## config.mk

```make
export PLATFORM = sky130hd
export DESIGN_NAME = reorder_buffer
export DESIGN_NICKNAME = d
export VERILOG_FILES = /design/src/rtl/reorder_buffer.sv
export SDC_FILE = /design/constraint.sdc
export NUM_CORES = 1
export LEC_CHECK = 0
export CORE_UTILIZATION = 55
export CTS_CLUSTER_DIAMETER = 40
export DETAILED_ROUTE_END_ITERATION = 10
export GPL_ROUTABILITY_DRIVEN = 0
export PLACE_DENSITY_LB_ADDON = 0.2
export SLEW_MARGIN = 40
export SYNTH_ARGS = -nofsm -noshare
export SYNTH_HDL_FRONTEND = slang
export SYNTH_SLANG_ARGS = --single-unit
```

## constraint.sdc

```tcl
create_clock -name clk -period 6.5 [get_ports clk]
set_clock_uncertainty 0.2 [all_clocks]
set_input_delay 1.625 -clock clk [delete_from_list [all_inputs] [get_ports clk]]
set_output_delay 1.625 -clock clk [all_outputs]
set_load 0.1 [all_outputs]
```

## src/rtl/reorder_buffer.sv

```systemverilog
`default_nettype none
// ============================================================================
//  Module   : reorder_buffer
//  Purpose  : Circular in-order retirement queue for a Tomasulo core.
//             Allocates one entry per issued instruction, collects CDB
//             results, commits one entry per cycle in program order and
//             flushes everything when a mispredicted branch retires.
//  Option   : REORDER_BUFFER_CDB_BYPASS_EN - a CDB write to the waiting
//             head entry commits on the same edge as the write.
//  Revision : 1.0 - initial release
// ============================================================================
module reorder_buffer #(
  parameter int TAG_W = 4
) (
  input  logic             clk,
  input  logic             rst,
  // decoder allocation
  input  logic             dec_issue_in,
  input  logic [4:0]       dec_rd_in,
  input  logic             dec_has_rd_in,
  input  logic             dec_is_store_in,
  output logic [TAG_W-1:0] rob_next_tag_out,
  output logic             rob_full_out,
  // common data bus
  input  logic             cdb_valid_in,
  input  logic [TAG_W-1:0] cdb_tag_in,
  input  logic [31:0]      cdb_data_in,
  input  logic             cdb_mispredict_in,
  input  logic [31:0]      cdb_target_pc_in,
  // commit / recovery
  output logic             rob_commit_signal_out,
  output logic [TAG_W-1:0] rob_commit_tag_out,
  output logic [31:0]      rob_commit_data_out,
  output logic [4:0]       rob_commit_target_out,
  output logic             rob_store_commit_out,
  output logic [TAG_W-1:0] rob_store_tag_out,
  output logic             rob_rollback_out,
  output logic [31:0]      rob_rollback_pc_out
);

  // Tag 0 is reserved as NULL, so one slot of the tag space is unusable.
  localparam int               DEPTH    = (1 << TAG_W) - 1;
  localparam logic [TAG_W-1:0] LAST_IDX = TAG_W'(DEPTH - 1);
  localparam logic [TAG_W-1:0] FULL_CNT = TAG_W'(DEPTH);

  // Control state (reset)
  logic [DEPTH-1:0] busy_q, busy_d;
  logic [DEPTH-1:0] ready_q, ready_d;
  logic [TAG_W-1:0] head_q, head_d;
  logic [TAG_W-1:0] tail_q, tail_d;
  logic [TAG_W-1:0] count_q, count_d;

  // Payload state (qualified by busy/ready, no reset needed)
  logic [DEPTH-1:0] has_rd_q, has_rd_d;
  logic [DEPTH-1:0] is_store_q, is_store_d;
  logic [DEPTH-1:0] mispredict_q, mispredict_d;
  logic [4:0]       rd_q [DEPTH];
  logic [4:0]       rd_d [DEPTH];
  logic [31:0]      data_q [DEPTH];
  logic [31:0]      data_d [DEPTH];
  logic [31:0]      target_pc_q [DEPTH];
  logic [31:0]      target_pc_d [DEPTH];

  // Registered outputs
  logic             commit_signal_q, commit_signal_d;
  logic [TAG_W-1:0] commit_tag_q, commit_tag_d;
  logic [31:0]      commit_data_q, commit_data_d;
  logic [4:0]       commit_target_q, commit_target_d;
  logic             store_commit_q, store_commit_d;
  logic [TAG_W-1:0] store_tag_q, store_tag_d;
  logic             rollback_q, rollback_d;
  logic [31:0]      rollback_pc_q, rollback_pc_d;

  // Decode helpers
  logic [TAG_W-1:0] cdb_idx;
  logic             cdb_hit;
  logic             issue_ok;
  logic             head_ready;
  logic             bypass_hit;
  logic             commit_en;
  logic [31:0]      c_data;
  logic             c_mispredict;
  logic [31:0]      c_target_pc;

  function automatic logic [TAG_W-1:0] ptr_inc(input logic [TAG_W-1:0] p);
    return (p == LAST_IDX) ? '0 : p + TAG_W'(1);
  endfunction

  assign rob_full_out          = (count_q == FULL_CNT);
  assign rob_next_tag_out      = tail_q + TAG_W'(1);
  assign rob_commit_signal_out = commit_signal_q;
  assign rob_commit_tag_out    = commit_tag_q;
  assign rob_commit_data_out   = commit_data_q;
  assign rob_commit_target_out = commit_target_q;
  assign rob_store_commit_out  = store_commit_q;
  assign rob_store_tag_out     = store_tag_q;
  assign rob_rollback_out      = rollback_q;
  assign rob_rollback_pc_out   = rollback_pc_q;

  // Qualify CDB / issue requests and select the head's commit source
  always_comb begin
    cdb_idx    = cdb_tag_in - TAG_W'(1);
    // While the rollback pulse is out the rest of the core is flushing.
    cdb_hit    = cdb_valid_in && (cdb_tag_in != '0) && busy_q[cdb_idx] && !rollback_q;
    // Full is judged on the registered count, so a slot freed this cycle
    // cannot be refilled in the same cycle.
    issue_ok   = dec_issue_in && !rob_full_out && !rollback_q;
    head_ready = busy_q[head_q] && ready_q[head_q];
`ifdef REORDER_BUFFER_CDB_BYPASS_EN
    bypass_hit = cdb_hit && (cdb_idx == head_q) && !ready_q[head_q];
`else
    bypass_hit = 1'b0;
`endif
    commit_en    = head_ready || bypass_hit;
    c_data       = bypass_hit ? cdb_data_in       : data_q[head_q];
    c_mispredict = bypass_hit ? cdb_mispredict_in : mispredict_q[head_q];
    c_target_pc  = bypass_hit ? cdb_target_pc_in  : target_pc_q[head_q];
  end

  // Next-state: CDB writeback, in-order commit, allocation, flush
  always_comb begin
    busy_d       = busy_q;
    ready_d      = ready_q;
    head_d       = head_q;
    tail_d       = tail_q;
    count_d      = count_q;
    has_rd_d     = has_rd_q;
    is_store_d   = is_store_q;
    mispredict_d = mispredict_q;
    rd_d         = rd_q;
    data_d       = data_q;
    target_pc_d  = target_pc_q;

    commit_signal_d = 1'b0;
    commit_tag_d    = '0;
    commit_data_d   = '0;
    commit_target_d = '0;
    store_commit_d  = 1'b0;
    store_tag_d     = '0;
    rollback_d      = 1'b0;
    rollback_pc_d   = '0;

    if (cdb_hit) begin
      ready_d[cdb_idx]      = 1'b1;
      data_d[cdb_idx]       = cdb_data_in;
      mispredict_d[cdb_idx] = cdb_mispredict_in;
      target_pc_d[cdb_idx]  = cdb_target_pc_in;
    end

    if (commit_en) begin
      // Writes to x0 retire silently, like instructions with no rd.
      if (has_rd_q[head_q] && (rd_q[head_q] != 5'd0)) begin
        commit_signal_d = 1'b1;
        commit_tag_d    = head_q + TAG_W'(1);
        commit_data_d   = c_data;
        commit_target_d = rd_q[head_q];
      end
      if (is_store_q[head_q]) begin
        store_commit_d = 1'b1;
        store_tag_d    = head_q + TAG_W'(1);
      end
      busy_d[head_q]  = 1'b0;
      ready_d[head_q] = 1'b0;
      head_d          = ptr_inc(head_q);
      count_d         = count_d - TAG_W'(1);
    end

    // The tail slot is never busy when issue is allowed, so it cannot
    // collide with the CDB or commit updates above.
    if (issue_ok) begin
      busy_d[tail_q]     = 1'b1;
      ready_d[tail_q]    = 1'b0;
      has_rd_d[tail_q]   = dec_has_rd_in;
      is_store_d[tail_q] = dec_is_store_in;
      rd_d[tail_q]       = dec_rd_in;
      tail_d             = ptr_inc(tail_q);
      count_d            = count_d + TAG_W'(1);
    end

    // A retiring mispredict discards every younger instruction, including
    // anything issued in this same cycle.
    if (commit_en && c_mispredict) begin
      rollback_d    = 1'b1;
      rollback_pc_d = c_target_pc;
      busy_d        = '0;
      ready_d       = '0;
      head_d        = '0;
      tail_d        = '0;
      count_d       = '0;
    end
  end

  // Control and output registers with synchronous reset
  always_ff @(posedge clk) begin
    if (rst) begin
      busy_q          <= '0;
      ready_q         <= '0;
      head_q          <= '0;
      tail_q          <= '0;
      count_q         <= '0;
      commit_signal_q <= 1'b0;
      commit_tag_q    <= '0;
      commit_data_q   <= '0;
      commit_target_q <= '0;
      store_commit_q  <= 1'b0;
      store_tag_q     <= '0;
      rollback_q      <= 1'b0;
      rollback_pc_q   <= '0;
    end else begin
      busy_q          <= busy_d;
      ready_q         <= ready_d;
      head_q          <= head_d;
      tail_q          <= tail_d;
      count_q         <= count_d;
      commit_signal_q <= commit_signal_d;
      commit_tag_q    <= commit_tag_d;
      commit_data_q   <= commit_data_d;
      commit_target_q <= commit_target_d;
      store_commit_q  <= store_commit_d;
      store_tag_q     <= store_tag_d;
      rollback_q      <= rollback_d;
      rollback_pc_q   <= rollback_pc_d;
    end
  end

  // Entry payload storage
  always_ff @(posedge clk) begin
    has_rd_q     <= has_rd_d;
    is_store_q   <= is_store_d;
    mispredict_q <= mispredict_d;
    rd_q         <= rd_d;
    data_q       <= data_d;
    target_pc_q  <= target_pc_d;
  end

endmodule
`default_nettype wire

```

==> results.py, run 1 <==
metrics = {
    "synthesis": {
        "synth_edf_count": 1080,
        "yosysWarnings": 0,
        "synth-compound-area-share_pct": 5.83,
        "ys.flop_type": "edfxtp_1",
        "synthMuxAreaShare_pct": 13.1,
        "synthDistinctLibCells": 63,
        "yosysTopAreaCellShare_pct": 70.7,
        "synthArstFlopShare_pct": 0,
        "syn_nets": 2376,
        "yosys.area_share.simple_pct": 2.54,
        "syn_inst": 2280,
        "synth.avg_cell_area_um2": 20.1,
        "ys_ff_latch": 1202,
        "synth-xor-area-share_pct": 0.188,
        "synth_area_um2": 45800,
        "synth.yosys.seq_area_share_pct": 76.1,
        "yosys.area_share.adder_pct": 0.437,
        "synth_top_cell_by_area": "edfxtp_1",
        "synth_area_leaders": "edfxtp_1, mux4_2, dfxtp_1",
        "synth_top_family_by_area": "multiplexers",
    },
    "grt": {
        "gr-total-overflow": 0,
        "grt_pass1_vias": 24200,
        "antenna_found_initial": 6,
        "track_usage_pct": 24.9,
        "grt_max_degree": 83,
        "grt_pass1_wl_um": 155000,
    },
    "place": {
        "port-buffer-count": 164,
        "placed_cells": 3424,
        "hpwlAfterDp_um": 59000,
    },
    "sta": {
        "rsz0062_at_grt": "false",
        "max_slew.worst_pin.slew_ns": 0.927,
        "maxSlewHeadroom_pct": 37.5,
        "setup_viol": 0,
        "period_needed_ns": 4.88,
        "hold-worst-slack_ns": 0.296,
        "post-route-period-util_pct": 75.1,
        "fin_setup_tns_ns": 0,
        "hold_violations": 0,
        "drv_slew": 0,
        "clock.fmax_ghz": 0.205,
    },
    "cts": {
        "post_cts_resized": 0,
        "postCtsSetupBuffers": 0,
        "cts_tree": "yes",
        "cts_hold_buf": 0,
        "cts_sinks": 1202,
        "cts_buffers": 138,
        "root_buffer": "clkbuf_16",
        "cts.clk_slew.worst_paths_ns": 0.05,
        "worstSkewPairLatency_ns": 0.73,
        "h-tree-depth": 4,
        "cts_buffer_depth": 3,
    },
    "pwr": {
        "p_total_uw": 16700,
        "power.leakage_uw": 0.0168,
        "ir_drop_mv": 0.233,
        "cellPowerDensity_nw_per_um2": 314,
    },
    "floorplan": {
        "fp.dieH_um": 291,
        "die_width_um": 291,
        "coreArea_um2": 82200,
        "core.rowCount": 105,
        "io_pins": 165,
        "die-area_um2": 84500,
        "initial_utilization_pct": 55.7,
    },
    "setup_path": {
        "cp-end-kind": "flop",
        "crit_arrival_ns": 5.08,
        "cp-startpoint": "cdb_tag_in[0]",
        "cp_max_fo": 27,
        "cp-start-kind": "input pin",
        "worstSetupPathType": "input pin to flop",
        "r2r_start": "head_q[1]",
        "reg2reg_slack_ns": 2.49,
        "cp_data_required_time_ns": 6.70,
    },
    "final_layout": {
        "layout_commonest_cell": "edfxtp_1",
        "layout-drive-gt1-share_pct": 27.7,
        "layout_common_cells": "edfxtp_1, mux4_2, clkbuf_16",
        "area_delta_synth_final_pct": 16.2,
        "fin_cells": 3683,
        "finalNetCount": 2593,
    },
    "run_status": {
        "status": "complete, no violations",
    },
    "drt": {
        "drtAntennaViolNets": 0,
        "first_pass_iters": 6,
        "wl_um": 103000,
        "drt_first_iter_violations": 2301,
        "wire_per_inst_um": 28.0,
        "drc": 0,
        "vias": 23100,
        "vias_per_cell": 6.28,
    },
    "job": {
        "drv_cap": 0,
    },
    "worst_hold_path": {
        "hp-start": "busy_q[10]",
        "hp-class": "flop to flop",
    },
}
## layer usage
layer  global-route usage [%]  wire (um)  vias to the layer above
li1                         -          -                     9866
met1                     34.8      42900                    12200
met2                     39.6      50200                      938
met3                     5.45       7920                      151
met4                     7.51       2070                        0
met5                        0          0                        -
## final cells by class
cell class	instances	area (um^2)
flip-flops and latches	1202	34900
fillers	5407	29000
multi-input cells	908	10300
clock buffers	163	3660
repair buffers	220	1860
well taps	1070	1340
clock inverters	91	1170
inverters	27	105
diodes	2	5.00
## synth_stat cells, types with 2 or more instances
master and instances:
edfxtp_1 1080, a211oi_2 25, mux4_2 214, a21oi_1 39, buf_4 14, a22oi_1 2, buf_12 4, buf_2 50
xor2_1 2, a2111oi_1 2, a221o_1 64, a211oi_1 106, nand3_1 11, nand4_1 5, mux2_2 66, dfxtp_1 122
buf_6 5, mux4_1 11, nor2_1 54, buf_1 4, clkbuf_1 66, nor3_1 7, a2111oi_2 2, mux2i_1 14
xnor2_1 6, nor3b_1 3, ha_1 16, inv_1 24, nand3b_1 2, o21ai_0 87, inv_2 2, a21bo_2 3
nor2_2 4, and3_1 4, and2_1 71, nor2b_1 5, nand2_1 46, o211ai_1 8, a31oi_1 4, nor3b_2 2
a221oi_1 2
## kinds of logic (layout without fill, tap and decap cells)
| group | after synthesis | after routing |
|---|---|---|
| fa+ha+maj | 16 | 16 |
| other cells | 0 | 2 |
| buf+inv | 170 | 501 |
| xor+xnor | 9 | 9 |
| simple gates | 223 | 223 |
| compound gates | 355 | 355 |
| flops | 1202 | 1202 |
| mux | 305 | 305 |
## sequential cells by signal, indices dropped and copies added, names as in the netlist, 15 cells and up
signal and flops:
target_pc_q 480, ready_q 15, has_rd_q 15, rob_commit_data_out 32, data_q 480, rob_rollback_pc_out 32
is_store_q 15, rd_q 75, mispredict_q 15, busy_q 15
## critical path, cell delays in order
cell and delay (ns):
clkdlybuf4s50_1 0.76, inv_1 0.16, ha_1 0.46, mux4_2 0.24
o311ai_0 0.12, a31oi_1 0.34, nand2_1 0.33, nor2_4 0.71
buf_12 0.28
## path summary, 6_finish.rpt
kind	end	cells after the start
min	busy_q[10]	2
max	data_q[193]	9
min reg2reg	busy_q[10]	2
max reg2reg	rob_commit_data_out[6]	7
## stage by stage
step                      worst slack (ns)  cell area, um^2  utilization [%]
after global placement                1.06            48800             59.3
after CTS                             1.68            53200             64.7
after global routing                  1.42            53300             64.8
after detailed placement             0.928            48400             58.9
final                                 1.62            53300             64.8
after floorplan                     -0.100            45900                -
## power by group
group | switching, uW | internal [uW] | leakage, uW | total, uW
combinational | 206 | 82.2 | 0.00374 | 288
clock | 3200 | 4760 | 0.00232 | 7960
sequential | 13.1 | 8460 | 0.0107 | 8470
total | 3420 | 13300 | 0.0168 | 16700
(Power assumes the default switching activity.)
==> run 2: changes to the inputs <==
--- a/config.mk
+++ b/config.mk
@@ -5,7 +5,7 @@
 export SDC_FILE = /design/constraint.sdc
 export NUM_CORES = 1
 export LEC_CHECK = 0
-export CORE_UTILIZATION = 55
+export CORE_UTILIZATION = 61
 export CTS_CLUSTER_DIAMETER = 40
 export DETAILED_ROUTE_END_ITERATION = 10
 export GPL_ROUTABILITY_DRIVEN = 0
==> constraint.sdc (replaced) <==
create_clock -name clk -period 5 [get_ports clk]
set_clock_uncertainty 0.2 [all_clocks]
set_input_delay 1.25 -clock clk [delete_from_list [all_inputs] [get_ports clk]]
set_output_delay 1.25 -clock clk [all_outputs]
set_load 0.1 [all_outputs]
==> run 2 against run 1 <==
Compared with the run above: the flow now finishes with violations (DRC); sequential power is 30% higher; global-route usage rose by 3.4 points; worst setup slack got worse by 0.64 ns; final area shrank 0.17%; non-clock buffer count up 6; flip-flop and latch count unchanged; total power up 29%; sequential share of layout area rose by 0.11 points; critical path depth fell by 1; combinational power increased by 29%; hold slack better by 0.0078 ns; critical path type is now flop to flop; critical endpoint is now rob_rollback_pc_out[7]; largest power group unchanged.
==> results.py, run 2 (synthesized netlist as in run 1, its figures left out) <==
metrics = {
    "run_status": {
        "status": "complete, but fails checks",
        "violations": "DRC",
    },
    "final_layout": {
        "antenna_cells": 0,
        "reg_top3": "data_q: 480 flops, target_pc_q: 480 flops, rd_q: 75 flops",
        "area_delta_synth_final_pct": 16.0,
        "fill_cells": 4302,
        "utilization_pct": 71.4,
        "register_area_um2": 34900,
        "final_area_um2": 53200,
        "layout_commonest_cell": "edfxtp_1",
        "multi_input_area_um2": 10300,
        "layout_common_cells": "edfxtp_1, mux4_2, clkbuf_16",
        "finalNetCount": 2603,
        "layout-drive-gt1-share_pct": 27.1,
        "fin_cells": 3596,
    },
    "sta": {
        "maxSlewHeadroom_pct": 37.5,
        "rsz0062_at_grt": "false",
        "post-route-period-util_pct": 80.5,
        "drv_slew": 0,
        "setup_viol": 0,
        "period_needed_ns": 4.03,
        "max_slew.worst_pin.slew_ns": 0.938,
        "hold_violations": 0,
        "clock.fmax_ghz": 0.248,
    },
    "job": {
        "drv_cap": 0,
    },
    "worst_hold_path": {
        "min_path_cells": 2,
        "hp-class": "flop to flop",
    },
    "drt": {
        "vias": 23600,
        "vias_per_cell": 6.55,
        "wire_per_inst_um": 29.3,
        "drt_first_iter_violations": 2680,
        "drtAntennaViolNets": 0,
        "first_pass_iters": 11,
        "wl_um": 105000,
        "drc": 1,
    },
    "cts": {
        "cts.clk_slew.worst_paths_ns": 0.06,
        "cts_buffers": 142,
        "cts_sinks": 1202,
        "root_buffer": "clkbuf_16",
        "post_cts_resized": 0,
        "cts_tree": "yes",
        "h-tree-depth": 4,
        "cts_buffer_depth": 3,
        "postCtsSetupBuffers": 0,
        "worstSkewPairLatency_ns": 0.73,
        "cts_hold_buf": 0,
    },
    "pwr": {
        "ir_drop_mv": 0.379,
        "power.leakage_uw": 0.0168,
        "cellPowerDensity_nw_per_um2": 405,
    },
    "setup_path": {
        "cp.buffers_inverters": 3,
        "cp_max_fo": 44,
        "reg2reg_slack_ns": 0.97,
        "crit_arrival_ns": 4.37,
        "crit_path_frequent_cell": "buf_4",
        "cp_data_required_time_ns": 5.34,
        "max_stage_delay_ns": 0.82,
        "cp_top_family": "compound AO/OA/AOI/OAI gates",
        "worstRegToRegCells": 8,
        "worst_path_max_delay_cell": "dfxtp_4",
        "cp-start-kind": "flop",
        "cp.depth": 8,
        "worstPathCellList": "clkinv_2 -> buf_4 -> o311ai_1 -> o22ai_2 -> nor2b_1 -> nand2_2 -> buf_4 -> a211oi_1",
        "cp-end-kind": "flop",
        "worstSetupPathType": "flop to flop",
    },
    "grt": {
        "grt_pass1_wl_um": 158000,
        "grt_max_degree": 138,
        "grt_pass1_vias": 24400,
        "antenna_found_initial": 2,
        "track_usage_pct": 28.3,
        "gr-total-overflow": 0,
    },
    "place": {
        "hpwlAfterDp_um": 58100,
        "placed_cells": 3330,
        "place_area_um2": 48500,
        "port-buffer-count": 164,
    },
    "floorplan": {
        "initial_utilization_pct": 61.6,
        "die-area_um2": 76300,
        "io_pins": 165,
        "fp.dieH_um": 276,
        "die_width_um": 276,
        "coreArea_um2": 74400,
        "core.rowCount": 100,
    },
}
[run 2: worst register-to-register path, cell delays in order, from the launching register on]
cell and delay (ns):
dfxtp_4 0.82, clkinv_2 0.25, buf_4 0.30, o311ai_1 0.71
o22ai_2 0.27, nor2b_1 0.22, nand2_2 0.51, buf_4 0.42
a211oi_1 0.14
[run 2: layer usage]
metal / routed length [um] / share of wire [%] / track usage [%]
met2: 53100 / 50 / 46.2
met3: 8300 / 7.9 / 5.47
met1: 41400 / 39 / 39.2
met4: 2640 / 2.5 / 9.21
met5: 26 / 0.025 / 0
[run 2: per-stage QoR]
step,setup WS (ns),hold WS (ns),power (uW),setup TNS [ns]
after global placement,0.432,0.290,11600,0
after floorplan,-0.284,0.247,11300,-71.35
after detailed placement,0.387,0.299,11600,0
after CTS,1.05,0.305,21600,0
after global routing,0.779,0.330,22100,0
final,0.974,0.303,21500,0
[run 2: power by group]
| part | total, uW | switching (uW) | internal [uW] | leakage, uW |
|---|---|---|---|---|
| Sequential | 11000 | 18.1 | 11000 | 0.0107 |
| Clock | 10100 | 4110 | 6030 | 0.00225 |
| Combinational | 371 | 260 | 110 | 0.00380 |
[run 2: path summary, 6_finish.rpt]
| check | start | to |
|---|---|---|
| setup / recovery | head_q[0] | rob_rollback_pc_out[7] |
| setup reg to reg | head_q[0] | rob_rollback_pc_out[7] |
| hold reg to reg | busy_q[12] | busy_q[12] |
| hold / removal | busy_q[12] | busy_q[12] |
[run 2: cell type report]
class                      count  area share [%]
timing repair buffer         226            3.80
inverter                      27           0.198
tap                          969            2.28
sequential                  1202            65.6
clock inverter                79            1.55
multi-input combinational    908            19.3
clock buffer                 185            7.30
